[src/rtl/gate_truth_table_sequencer_if.sv]
// Bundle between the test/control unit (soc/eoc, expected, results) and the gate under exercise (x1/x0/z).
// The slave modport is the sequencer itself; the master side represents everything around it.
interface gate_truth_table_sequencer_if;
  logic       soc;
  logic       eoc;
  logic [3:0] expected;
  logic       x1;
  logic       x0;
  logic       z;
  logic [3:0] table_out;
  logic       pass;

  modport master (
    output soc,
    output expected,
    output z,
    input  eoc,
    input  x1,
    input  x0,
    input  table_out,
    input  pass
  );

  modport slave (
    input  soc,
    input  expected,
    input  z,
    output eoc,
    output x1,
    output x0,
    output table_out,
    output pass
  );
endinterface

[src/rtl/gate_truth_table_sequencer.sv]
// Steps a 2-input gate through 00,01,10,11, holds each combination SETTLE cycles,
// samples z on the last cycle, and compares the 4-bit table with the expectation latched at start.
module gate_truth_table_sequencer #(
  parameter int unsigned SETTLE = 2
) (
  input  logic                          clock,
  input  logic                          reset,
  gate_truth_table_sequencer_if.slave   bus
);

  typedef enum logic [1:0] {
    IDLE,
    WAIT,
    DONE
  } state_t;

  localparam logic [3:0] CNT_LOAD = 4'(SETTLE - 1);

  state_t     state_q, state_d;
  logic [3:0] cnt_q, cnt_d;
  logic [1:0] idx_q, idx_d;
  logic [1:0] sel_q, sel_d;
  logic [3:0] tab_q, tab_d;
  logic [3:0] exp_q, exp_d;
  logic       pass_q, pass_d;
  logic       eoc_q, eoc_d;
  logic [3:0] tab_sampled;

  always_ff @(posedge clock or posedge reset) begin
    if (reset) begin
      state_q <= IDLE;
      cnt_q   <= '0;
      idx_q   <= '0;
      sel_q   <= '0;
      tab_q   <= '0;
      exp_q   <= '0;
      pass_q  <= 1'b0;
      eoc_q   <= 1'b1;
    end else begin
      state_q <= state_d;
      cnt_q   <= cnt_d;
      idx_q   <= idx_d;
      sel_q   <= sel_d;
      tab_q   <= tab_d;
      exp_q   <= exp_d;
      pass_q  <= pass_d;
      eoc_q   <= eoc_d;
    end
  end

  always_comb begin
    state_d = state_q;
    cnt_d   = cnt_q;
    idx_d   = idx_q;
    sel_d   = sel_q;
    tab_d   = tab_q;
    exp_d   = exp_q;
    pass_d  = pass_q;
    eoc_d   = eoc_q;

    // Table including the bit captured this edge, so the final compare sees the fresh z.
    tab_sampled        = tab_q;
    tab_sampled[idx_q] = bus.z;

    unique case (state_q)
      IDLE: begin
        if (bus.soc) begin
          eoc_d   = 1'b0;
          pass_d  = 1'b0;
          tab_d   = '0;
          exp_d   = bus.expected;
          idx_d   = '0;
          sel_d   = '0;
          cnt_d   = CNT_LOAD;
          state_d = WAIT;
        end
      end
      WAIT: begin
        if (cnt_q != '0) begin
          cnt_d = cnt_q - 4'd1;
        end else begin
          tab_d = tab_sampled;
          if (idx_q != 2'd3) begin
            idx_d = idx_q + 2'd1;
            sel_d = idx_q + 2'd1;
            cnt_d = CNT_LOAD;
          end else begin
            sel_d   = '0;
            eoc_d   = 1'b1;
            pass_d  = (tab_sampled == exp_q);
            state_d = DONE;
          end
        end
      end
      DONE: begin
        // A held soc parks here; only a low soc re-arms the start detector in IDLE.
        if (!bus.soc) begin
          state_d = IDLE;
        end
      end
      default: begin
        state_d = IDLE;
      end
    endcase
  end

  assign bus.eoc       = eoc_q;
  assign bus.x1        = sel_q[1];
  assign bus.x0        = sel_q[0];
  assign bus.table_out = tab_q;
  assign bus.pass      = pass_q;

endmodule

[src/flat_wrapper.sv]
// flat-port wrapper written by rule: the top's interface ports become plain ports
module gate_truth_table_sequencer_flat 
#(
  parameter int unsigned SETTLE = 2
)
  (clock, reset, bus_soc, bus_expected, bus_z, bus_eoc, bus_x1, bus_x0, bus_table_out, bus_pass);
  gate_truth_table_sequencer_if bus_i ();
  input  logic clock;
  input  logic reset;
  input wire logic [$bits(bus_i.soc)-1:0] bus_soc;
  input wire logic [$bits(bus_i.expected)-1:0] bus_expected;
  input wire logic [$bits(bus_i.z)-1:0] bus_z;
  output wire logic [$bits(bus_i.eoc)-1:0] bus_eoc;
  output wire logic [$bits(bus_i.x1)-1:0] bus_x1;
  output wire logic [$bits(bus_i.x0)-1:0] bus_x0;
  output wire logic [$bits(bus_i.table_out)-1:0] bus_table_out;
  output wire logic [$bits(bus_i.pass)-1:0] bus_pass;
  assign bus_i.soc = bus_soc;
  assign bus_i.expected = bus_expected;
  assign bus_i.z = bus_z;
  assign bus_eoc = bus_i.eoc;
  assign bus_x1 = bus_i.x1;
  assign bus_x0 = bus_i.x0;
  assign bus_table_out = bus_i.table_out;
  assign bus_pass = bus_i.pass;
  gate_truth_table_sequencer #(.SETTLE(SETTLE)) u_core (.clock(clock), .reset(reset), .bus(bus_i));
endmodule
[config.mk]
export PLATFORM = sky130hd
export DESIGN_NAME = gate_truth_table_sequencer_flat
export DESIGN_NICKNAME = d
export VERILOG_FILES = /design/src/rtl/gate_truth_table_sequencer_if.sv /design/src/rtl/gate_truth_table_sequencer.sv /design/src/flat_wrapper.sv
export SDC_FILE = /design/constraint.sdc
export NUM_CORES = 1
export LEC_CHECK = 0
export CAP_MARGIN = 20
export CORE_MARGIN = 1
export CORE_UTILIZATION = 49
export CTS_CLUSTER_SIZE = 25
export DETAILED_ROUTE_END_ITERATION = 16
export PLACE_DENSITY = 0.84
export SYNTH_ARGS = -nofsm -noshare
export SYNTH_HDL_FRONTEND = slang
export SYNTH_SLANG_ARGS = --single-unit
export TNS_END_PERCENT = 50
[constraint.sdc]
create_clock -name clock -period 4.95 [get_ports clock]
set_input_delay 0.99 -clock clock [delete_from_list [all_inputs] [get_ports clock]]
set_output_delay 0.99 -clock clock [all_outputs]
set_load 0.1 [all_outputs]
# Yosys cells after proc, flatten, opt, wreduce, memory -nomap -nowiden
# Cells that the tools add are included.
# word_totals
ff_bits	20
latch_bits	0
mem_bits_ro	0
ram_bits	0
input_bits	8
out_inout_bits	8
word_cells	61
mem_count	0
# classes
bitwise	0
n_reduce_logical	10
n_lt_le_gt_ge	2
n_mux	29
n_shift	0
add_sub_neg	2
mul	0
n_eq_ne	10
div_mod_pow	0
# ops
cell	count
$mux W4	5
$mux W2	9
$pmux W4 S2	2
$reduce_and A4 Y1	3
$ne A2 B2 Y1 const B	5
$pmux W2 S2	2
$mux W1	6
$pmux W2 S3	1
$reduce_and A3 Y1	2
$bwmux W4	1
$eq A4 B4 Y1	1
$pmux W1 S2	2
$reduce_bool A4 Y1	1
$sub A4 B1 Y4 const B	1
$lt A2 B3 Y1 const B	1
$ne A3 B1 Y1 const B	1
$add A2 B1 Y2 const B	1
$demux W1 S2	1
$eq A2 B1 Y1 const B	1
$eq A2 B2 Y1 const B	1
$ge A2 B1 Y1 const B	1
$logic_not A2 Y1	1
$ne A2 B1 Y1 const B	1
$reduce_and A2 Y1	1
other kinds (2)	2

# Longest topological paths before layout
# Gate-level depths: netlist of the first run.
# logic_depth
word_depth	9
ltp_mapped	7
ltp_nobuf	6

# Worst setup path after synthesis of the first run
# No wires, ideal clock.
# synth_path
path_kind	reg-to-reg
from	register u_core.tab_q[1], in the netlist u_core.bus.table_out[1]
to	register u_core.pass_q, in the netlist u_core.bus.pass
t_required_ns	4.874
path_buffers	0
setup_ns	0.076
synth_period_minus_slack_ns	1.943
arrival_time_ns	1.867
setup_slack_ns	3.007
stages_incl_launch_ff	5
path_cell_list	dfrtp_1 -> mux2i_1 -> xnor2_1 -> or4_1 -> o21ai_1
# synth_via
elab_chain_len	5
# synth_rtl
item	line_no	text
start: declaration	gate_truth_table_sequencer.sv:23	logic [3:0] tab_q, tab_d;
start signal: assignment	gate_truth_table_sequencer.sv:44	tab_q <= tab_d;
$bwmux W4	gate_truth_table_sequencer.sv:63	tab_sampled[idx_q] = bus.z;
$eq A4 B4 Y1	gate_truth_table_sequencer.sv:90	pass_d = (tab_sampled == exp_q);
$mux W1	gate_truth_table_sequencer.sv:83	if (idx_q != 2'd3) begin
$mux W1	gate_truth_table_sequencer.sv:79	if (cnt_q != '0) begin
$pmux W1 S2	gate_truth_table_sequencer.sv:65	unique case (state_q)
end signal: assignment	gate_truth_table_sequencer.sv:46	pass_q <= pass_d;
end: declaration	gate_truth_table_sequencer.sv:25	logic pass_q, pass_d;
# No other way between the ends. The select of a mux whose other input is x is not followed.
# A chain may end at the register's enable or synchronous reset.

# Final worst setup path of the first run
# layout_path
from	register u_core.eoc_q, in the netlist u_core.bus.eoc
to	output port bus_eoc
# layout_lines
item	line_no	text
start: declaration	gate_truth_table_sequencer.sv:26	logic eoc_q, eoc_d;
start signal: assignment	gate_truth_table_sequencer.sv:47	eoc_q <= eoc_d;
end: declaration	flat_wrapper.sv:13	output wire logic [$bits(bus_i.eoc)-1:0] bus_eoc;
# No word-level cell between the ends.

==> metrics.yaml, run 1 <==
synth:
  syn_nets: 115
  synthXorXnorAreaFrac: 0.05042
  syn_area_um2: 1042
  yosys_warnings: 0
  ys_dominant_reg_cell: "dfrtp_1"
  synth_top_area_frac: 0.4562
  synth-async-reset-ratio: 1.000
  yosysMostFrequentCell: "dfrtp_1"
  synth-edff-count: 0
  synth.mux.area_fraction: 0.07203
  yosys.area.top_type: "dfrtp_1"
  synth_area_leaders: "dfrtp_1 (46%), ha_1 (6.0%), nand2_1 (5.8%)"
  synth_compound_area_frac: 0.1164
  synth_top_family_by_area: "simple AND/OR/NAND/NOR gates"
  yosys.area_share.simple: 0.1873
  avgSynthCellArea_um2: 10.22
  ys_seq_area_frac: 0.4814
  synth_fa_ha_area_frac: 0.06002
  synth_commonest_cells: "dfrtp_1 (19), nand2_1 (16), o21ai_1 (7)"
  synthCells: 102
  yosys_register_bits: 20
  synth_cell_types: 34
final_layout:
  antenna_cells: 0
  syn_to_final_growth_pct: 19.69
  drive_gt1_frac: 0.1102
  stdcell_count: 145
  nets: 132
  utilization: 0.6294
worst_setup_path:
  crit-reg2reg-launch: "u_core.cnt_q[0]"
  critPathBufInv: 1
  crit_type: "flop to output pin"
  required_ns: 3.96
  worstPathArrival_ns: 1.96
  critPathTopFamily: "buffers and inverters"
  crit_slowest_cell: "clkdlybuf4s50_1"
  cp-start-kind: "flop"
  crit_path_max_fanout: 2
  rr_endpoint: "u_core.bus.pass"
  end_kind: "output pin"
  reg2reg_slack_ns: 3.06
  rr_worst_depth: 6
  crit_path_max_incr_delay_ns: 1.12
  crit_chain: "clkdlybuf4s50_1"
clocking:
  clk_pin_slew_ns: 0.11
  post_cts_resized: 0
  cts_setup_buffers: 0
  cts_buffers: 3
  clock-root-buffer: "clkbuf_4"
  cts_sinks: 20
  h-tree-depth: 1
  cts_max_path_buffers: 2
  hold_buffers: 0
  cts_tree: "done"
  clkLatencyLatePin_ns: 0.30
detailed_routing:
  route.detailed.drc: 0
  wl_per_cell_um: 12.98
  wirelength_um: 1882
  vias: 758
  drtAntennaViolNets: 0
  firstDrtPassIters: 4
  drt-vias-per-instance: 5.228
  drt_iter0_drc: 7
grt:
  grt_start_max_net_pins: 21
  grt_remaining_overflow: 0
  antenna_found_initial: 0
  grt_use_total: 0.1970
  grt_pass1_vias: 720
  grt_pass1_wl_um: 3146
sta:
  rsz0062_at_grt: "no"
  hold_slack_ns: 0.4916
  period_minus_slack_ns: 2.951
  skew_ns: 0.005238
  layout_worst_path_cycle_share: 0.5961
  worst_pin_slew_ns: 0.9681
  relSlewSlack: 0.3526
  finalSetupTns_ns: 0
  drv_slew: 0
  hold_viol: 0
  timing.fmax_mhz: 338.9
  setup_viol: 0
place:
  place_hpwl_um: 1429
  dp.cells: 141
  gp_congestion: 0.7865
  portBuffers: 15
worst_hold_path:
  min_to: "u_core.bus.table_out[3]"
  min_path_cells: 2
  holdCritPathClass: "flop to flop"
  min-delay-start: "u_core.bus.table_out[3]"
floorplan:
  dieArea_um2: 2316
  core_area_um2: 1982
  io_pins: 16
  die_w_um: 48.12
  die_h_um: 48.12
  start_util: 0.5259
  num_rows: 16
run:
  maxCapViolCount: 0
outcome:
  outcome: "complete, no violations"
## per-layer routing
layer | track usage | vias to the layer above | share of wire
li1 | - | 376 | -
met4 | 0.08889 | 0 | 0.026
met5 | 0 | - | 0
met1 | 0.2618 | 359 | 0.45
met2 | 0.3216 | 16 | 0.50
met3 | 0.02593 | 7 | 0.024
## kinds of logic after synthesis
logic type,count (synthesis)
compound gates,19
xor+xnor,6
fa+ha+maj,5
buf+inv,8
flops,20
mux,7
simple gates,37
## placed cells by master (no fill, tap or decap), drive strengths merged
master and instances:
clkdlybuf4s50 15, a22o 1, nor3b 1, or4 1, xor2 2, clkbuf 4, o21a 1, nor4bb 1
mux2i 3, o21bai 1, o21ai 8, o211ai 2, nor2b 6, o22ai 1, mux2 4, xnor2 4
a21oi 1, or3b 1, and2b 1, a21o 2, nor2 4, dfrtp 19, nand2 17, and3 1
nor3 2, inv 5, nand3 1, ha 5, o21ba 1, a31oi 1, dfstp 1, nand2b 1
## how the worst max path moves through the flow
stage | start | to | cells past startpoint
final | u_core.bus.eoc | bus_eoc | 1
after global placement | u_core.bus.eoc | bus_eoc | 1
after floorplan | u_core.bus.table_out[1] | u_core.bus.pass | 4
after global routing | u_core.bus.eoc | bus_eoc | 1
after CTS | u_core.bus.eoc | bus_eoc | 1
after detailed placement | u_core.bus.eoc | bus_eoc | 1
## stage by stage
step | setup WS (ns) | area [µm²]
floorplan | 3.007 | 1042
global placement | 2.339 | 1211
detailed placement | 2.331 | 1211
CTS | 1.986 | 1247
global route | 1.953 | 1247
finish | 1.999 | 1247
## state kept, by name, indices dropped and copies added (netlist names)
name and flops:
u_core.bus.eoc 1, u_core.bus.pass 1, u_core.bus.table_out 4, u_core.cnt_q 4, u_core.exp_q 4, u_core.idx_q 2
u_core.sel_q 2, u_core.state_q 2
## cell type report
cell class | count | area [µm²]
Inverter | 5 | 18.77
Multi-Input combinational cell | 74 | 506.7
Clock buffer | 4 | 36.28
Timing Repair Buffer | 15 | 150.1
Fill cell | 171 | 734.5
Sequential cell | 20 | 501.7
Tap cell | 27 | 33.78
Power of run 1 is left out: the tool's default activity adds up to more than one toggle a clock period on the data nets, which glitch-free logic cannot reach.
==> inputs of run 2 (changes only) <==
Clock period 4.95 ns to 2.9 ns, I/O delays scaled along.
==> run 2 against run 1 <==
Setup slack lost 0.89 ns. Wire length shrank 1.5%. Largest cell class unchanged. Critical endpoint is now u_core.exp_q[3]. Register-to-register slack lost 1.9 ns. Global-route usage shrank 1.8 points. Via count grew 0.92%. Non-clock buffer count grew 1. Design area shrank 1.8%. Core utilization shrank 1.1 points.
==> metrics.yaml, run 2 (synthesis results as in run 1) <==
final_layout:
  antenna_cells: 0  # unchanged
  nets: 133  # +0.76%
  fill_cells: 151  # -12%
  layout_common_cells: "dfrtp_1 (19), nand2_1 (16), buf_4 (9)"
  syn_to_final_growth_pct: 17.53
  final_common_cell: "dfrtp_1"
  drive_gt1_frac: 0.1765  # +0.06630
sta:
  rsz0062_at_grt: "no"
  hold_viol: 0  # unchanged
  relSlewSlack: 0.5233  # +0.1707
  timing.fmax_mhz: 558.7
  drv_slew: 0  # unchanged
  finalSetupTns_ns: 0  # unchanged
  period_minus_slack_ns: 1.790
  layout_worst_path_cycle_share: 0.6172
  worst_pin_slew_ns: 0.7142  # -0.2539 ns
  setup_slack_ns: 1.110  # -0.8893 ns
  hold_slack_ns: 0.4990  # +0.007365 ns
  skew_ns: 0.01299  # +0.007751 ns
  setup_viol: 0  # unchanged
detailed_routing:
  firstDrtPassIters: 4  # unchanged
  drt-vias-per-instance: 5.240  # +0.23%
  drtAntennaViolNets: 0  # unchanged
  vias: 765  # +0.92%
  drt_iter0_drc: 19  # +12
  route.detailed.drc: 0  # unchanged
  wirelength_um: 1854  # -1.5%
  wl_per_cell_um: 12.70  # -2.2%
floorplan:
  die_h_um: 48.12  # unchanged
  start_util: 0.5259  # unchanged
  num_rows: 16  # unchanged
  core_area_um2: 1982  # unchanged
  dieArea_um2: 2316  # unchanged
  io_pins: 16  # unchanged
  die_w_um: 48.12  # unchanged
clocking:
  post_cts_resized: 0  # unchanged
  cts_setup_buffers: 0  # unchanged
  clk_pin_slew_ns: 0.11  # about the same
  h-tree-depth: 1  # unchanged
  clock-root-buffer: "clkbuf_4"
  cts_sinks: 20  # unchanged
  hold_buffers: 0  # unchanged
  cts_max_path_buffers: 2  # unchanged
  clkLatencyLatePin_ns: 0.30  # about the same
  cts_buffers: 3  # unchanged
  cts_tree: "done"
place:
  dp_slack_ns: 0.7798  # -1.551 ns
  gp_congestion: 0.7629  # -3.0%
  portBuffers: 15  # unchanged
  place_hpwl_um: 1413  # -1.1%
grt:
  grt_remaining_overflow: 0  # unchanged
  grt_pass1_vias: 646  # -10%
  grt_pass1_wl_um: 2815  # -11%
  grt_use_total: 0.1795  # -0.01755
  grt_start_max_net_pins: 21  # unchanged
  antenna_found_initial: 0  # unchanged
worst_setup_path:
  crit_top_cell: "nor2b_1"
  cp-start-kind: "input port"
  crit_path_max_incr_delay_ns: 0.48  # -0.64 ns
  crit_path_max_fanout: 4  # +2
  required_ns: 3.10  # -0.86 ns
  crit_chain: "clkdlybuf4s50_1 -> nor2b_1 -> nor2b_1 -> mux2_2"
  worstPathArrival_ns: 1.99  # +0.03 ns
  end_kind: "flop"
  crit_slowest_cell: "clkdlybuf4s50_1"
  crit_type: "input port to flop"
outcome:
  outcome: "complete, no violations"
worst_hold_path:
  holdCritPathClass: "flop to flop"
run:
  maxCapViolCount: 0  # unchanged
-- run 2: cell count changes in the layout (fill, tap and decap cells not counted), sizes merged --
cell,before,now
clkdlybuf4s50,15,7
buf,0,9
-- run 2: through the flow --
step	cells	util	cell area, µm²
after floorplan	102	-	1042
after global placement	142	0.6048	1199
after detailed placement	142	0.6048	1199
after CTS	146	0.6181	1225
after global routing	146	0.6181	1225
final	146	0.6181	1225
-- run 2: worst paths after layout --
kind	startpoint	depth (start not counted)	end	slack [ns]
worst max-delay path	bus_soc	4	u_core.exp_q[3]	1.11
worst min-delay path	u_core.bus.eoc	2	u_core.bus.eoc	0.50
worst max register to register	u_core.cnt_q[0]	6	u_core.bus.pass	1.11
worst min register to register	u_core.bus.eoc	2	u_core.bus.eoc	0.50
max in group asynchronous	reset	2	u_core.cnt_q[3]	1.76
min in group asynchronous	reset	2	u_core.exp_q[2]	0.68
-- run 2: routing by layer --
| metal | up-vias | GRT usage | part of all wire |
|---|---|---|---|
| li1 | 376 | - | - |
| met5 | - | 0 | 0 |
| met2 | 20 | 0.2730 | 0.48 |
| met3 | 4 | 0.03333 | 0.028 |
| met4 | 0 | 0.06667 | 0.013 |
| met1 | 365 | 0.2553 | 0.48 |
-- run 2: cell type report --
| cell class | count | area [µm²] | share of cell area |
|---|---|---|---|
| multi-input cells | 74 | 506.7 | 0.4137 |
| flip-flops and latches | 20 | 501.7 | 0.4096 |
| repair buffers | 16 | 137.6 | 0.1124 |
| well taps | 27 | 33.78 | 0.02758 |
| clock buffers | 4 | 26.28 | 0.02145 |
| inverters | 5 | 18.77 | 0.01532 |
-- run 2: worst max-delay path, delay by kind of cell --
kind | cells | cell delay [ns]
AND/OR/NAND/NOR | 2 | 0.55
buffers and inverters | 1 | 0.48
multiplexers | 1 | 0.38
Power of run 2 is left out for the same reason.
==> inputs of run 3 (changes only) <==
Settings changed: CORE_UTILIZATION 49 to 47.
Clock period 2.9 ns to 1.47 ns, I/O delays scaled along.
==> run 3 against run 2 <==
Final cell count is 19% higher. Design area is 37% higher. Sequential share of layout area is 11 points lower. Critical path depth is 2 higher. The run now ends with setup timing left. Largest cell class unchanged. Flip-flop and latch count stayed put. Count of clock-buffer cells in the layout stayed put. Clock skew is 0.00066 ns lower. First-iteration DRC count is 16% lower. Highest routed layer unchanged. Non-clock buffer count is 28 higher.
==> metrics.yaml, run 3 (synthesis results as in run 1) <==
final_layout:
  fill_cells: 103  # -32%
  drive_gt1_frac: 0.5102  # +0.3337
  nets: 161  # +21%
  antenna_cells: 0  # unchanged
  syn_to_final_growth_pct: 61.46
  final_common_cell: "buf_4"
  layout_common_cells: "buf_4 (26), nand2_1 (15), dfrtp_1 (15)"
  utilization: 0.8323  # +0.2142
grt:
  grt_pass1_wl_um: 4422  # +57%
  antenna_found_initial: 0  # unchanged
  grt_use_total: 0.2485  # +0.06901
  grt_pass1_vias: 958  # +48%
  grt_start_max_net_pins: 21  # unchanged
  grt_remaining_overflow: 0  # unchanged
worst_setup_path:
  crit_path_max_incr_delay_ns: 0.49  # about the same
  worstPathArrival_ns: 2.00  # about the same
  required_ns: 1.72  # -1.38 ns
  crit_type: "flop to flop"
  critPathTopFamily: "simple AND/OR/NAND/NOR gates"
  rr_worst_depth: 6  # unchanged
  crit_slowest_cell: "or4_1"
  crit_path_max_fanout: 3  # -1
  crit_chain: "inv_1 -> ha_4 -> mux2i_2 -> xnor2_1 -> or4_1 -> o21ai_1"
  reg2reg_slack_ns: -0.28  # -1.39 ns
  crit-reg2reg-launch: "u_core.idx_q[0]"
  cp-start-kind: "flop"
  end_kind: "flop"
  rr_endpoint: "u_core.bus.pass"
  critPathBufInv: 1  # unchanged
detailed_routing:
  route.detailed.drc: 0  # unchanged
  wirelength_um: 2861  # +54%
  firstDrtPassIters: 4  # unchanged
  vias: 947  # +24%
  drt-vias-per-instance: 5.443  # +3.9%
  drtAntennaViolNets: 0  # unchanged
  drt_iter0_drc: 16  # -3
  wl_per_cell_um: 16.44  # +29%
floorplan:
  die_w_um: 49.09  # +2.0%
  dieArea_um2: 2410  # +4.1%
  start_util: 0.5155  # -0.01041
  io_pins: 16  # unchanged
  core_area_um2: 2022  # +2.0%
  die_h_um: 49.09  # +2.0%
  num_rows: 16  # unchanged
sta:
  drv_slew: 0  # unchanged
  timing.fmax_mhz: 572.8
  rsz0062_at_grt: "yes"
  skew_ns: 0.01232  # -0.0006642 ns
  worst_pin_slew_ns: 0.3079  # -0.4063 ns
  hold_viol: 0  # unchanged
  period_minus_slack_ns: 1.746
  relSlewSlack: 0.7943  # +0.2710
  layout_worst_path_cycle_share: 1.188
  setup_slack_ns: -0.2757  # -1.386 ns
  setup_viol: 14  # +14
place:
  portBuffers: 15  # unchanged
  gp_congestion: 0.8131  # +6.6%
  dp_slack_ns: -0.3070  # -1.087 ns
  place_hpwl_um: 1748  # +24%
worst_hold_path:
  holdCritPathClass: "input port to asynchronous set/reset pin"
clocking:
  cts_tree: "done"
  clk_pin_slew_ns: 0.12  # about the same
  clkLatencyLatePin_ns: 0.31  # about the same
  cts_max_path_buffers: 2  # unchanged
  clock-root-buffer: "clkbuf_4"
  cts_buffers: 3  # unchanged
  cts_sinks: 20  # unchanged
  h-tree-depth: 1  # unchanged
power_and_ir_drop:
  power_leakage_nw: 0.7696
  p_total_mw: 4.299
  pwr_density_cell_nw_per_um2: 2555
  vdd_drop_max_uv: 1784
outcome:
  violations: "setup timing"
  outcome: "finished, violations left"
run:
  maxCapViolCount: 0  # unchanged
-- run 3: area by class of cell --
| cell class | count | area [µm²] | share of cell area |
|---|---|---|---|
| multi-input cells | 74 | 633.1 | 0.3762 |
| well taps | 27 | 33.78 | 0.02007 |
| flip-flops and latches | 20 | 511.7 | 0.3041 |
| inverters | 5 | 18.77 | 0.01115 |
| repair buffers | 44 | 459.2 | 0.2729 |
| clock buffers | 4 | 26.28 | 0.01561 |
-- run 3: worst max path at each step --
stage | from | end | slack (ns) | cells past startpoint
2_1_floorplan | u_core.idx_q[1] | u_core.bus.pass | -0.12 | 6
3_3_place_gp | bus_soc | u_core.exp_q[1] | -0.26 | 5
3_5_place_dp | bus_z | u_core.bus.pass | -0.31 | 5
4_1_cts | u_core.idx_q[0] | u_core.bus.pass | -0.20 | 6
5_1_grt | u_core.idx_q[0] | u_core.bus.pass | -0.33 | 6
6_report | u_core.idx_q[0] | u_core.bus.pass | -0.28 | 6
-- run 3: where the power goes --
group / switching (mW) / internal [mW] / total, mW
sequential: 0.297 / 0.823 / 1.12
clock: 0.173 / 0.106 / 0.279
combinational: 1.53 / 1.37 / 2.90
total: 2.00 / 2.30 / 4.30
-- run 3: through the flow --
step	area, µm²	TNS, ns	std cells	hold WS [ns]
after floorplan	1054	-0.2556	102	0.2571
after global placement	1460	-3.185	162	0.4979
after detailed placement	1460	-3.941	162	0.5245
after CTS	1582	-0.3731	171	0.2955
after global routing	1683	-2.091	174	0.3144
final	1683	-1.243	174	0.2865
-- run 3: tightest hold or removal path, stage by stage --
cell and delay, ns:
clkdlybuf4s50_1 0.39, inv_1 0.05, buf_4 0.26
-- run 3: what timing repair did --
action,CTS,global route
setup buffers,5,3
hold buffers,0,0
endpoints found under the setup margin,14,18
resized for setup,13,19
pin swaps,7,13
cloned,0,0
endpoints found under the hold margin,0,0
-- run 3: routing by layer --
layer  global-route usage  wire [µm]  vias to the layer above
li1                     -          -                      434
met1               0.3145       1250                      475
met2               0.3790       1441                       29
met3              0.04050         86                        9
met4               0.1863         82                        0
met5                    0          0                        -
Note: power is estimated with default switching activity, not from simulation.
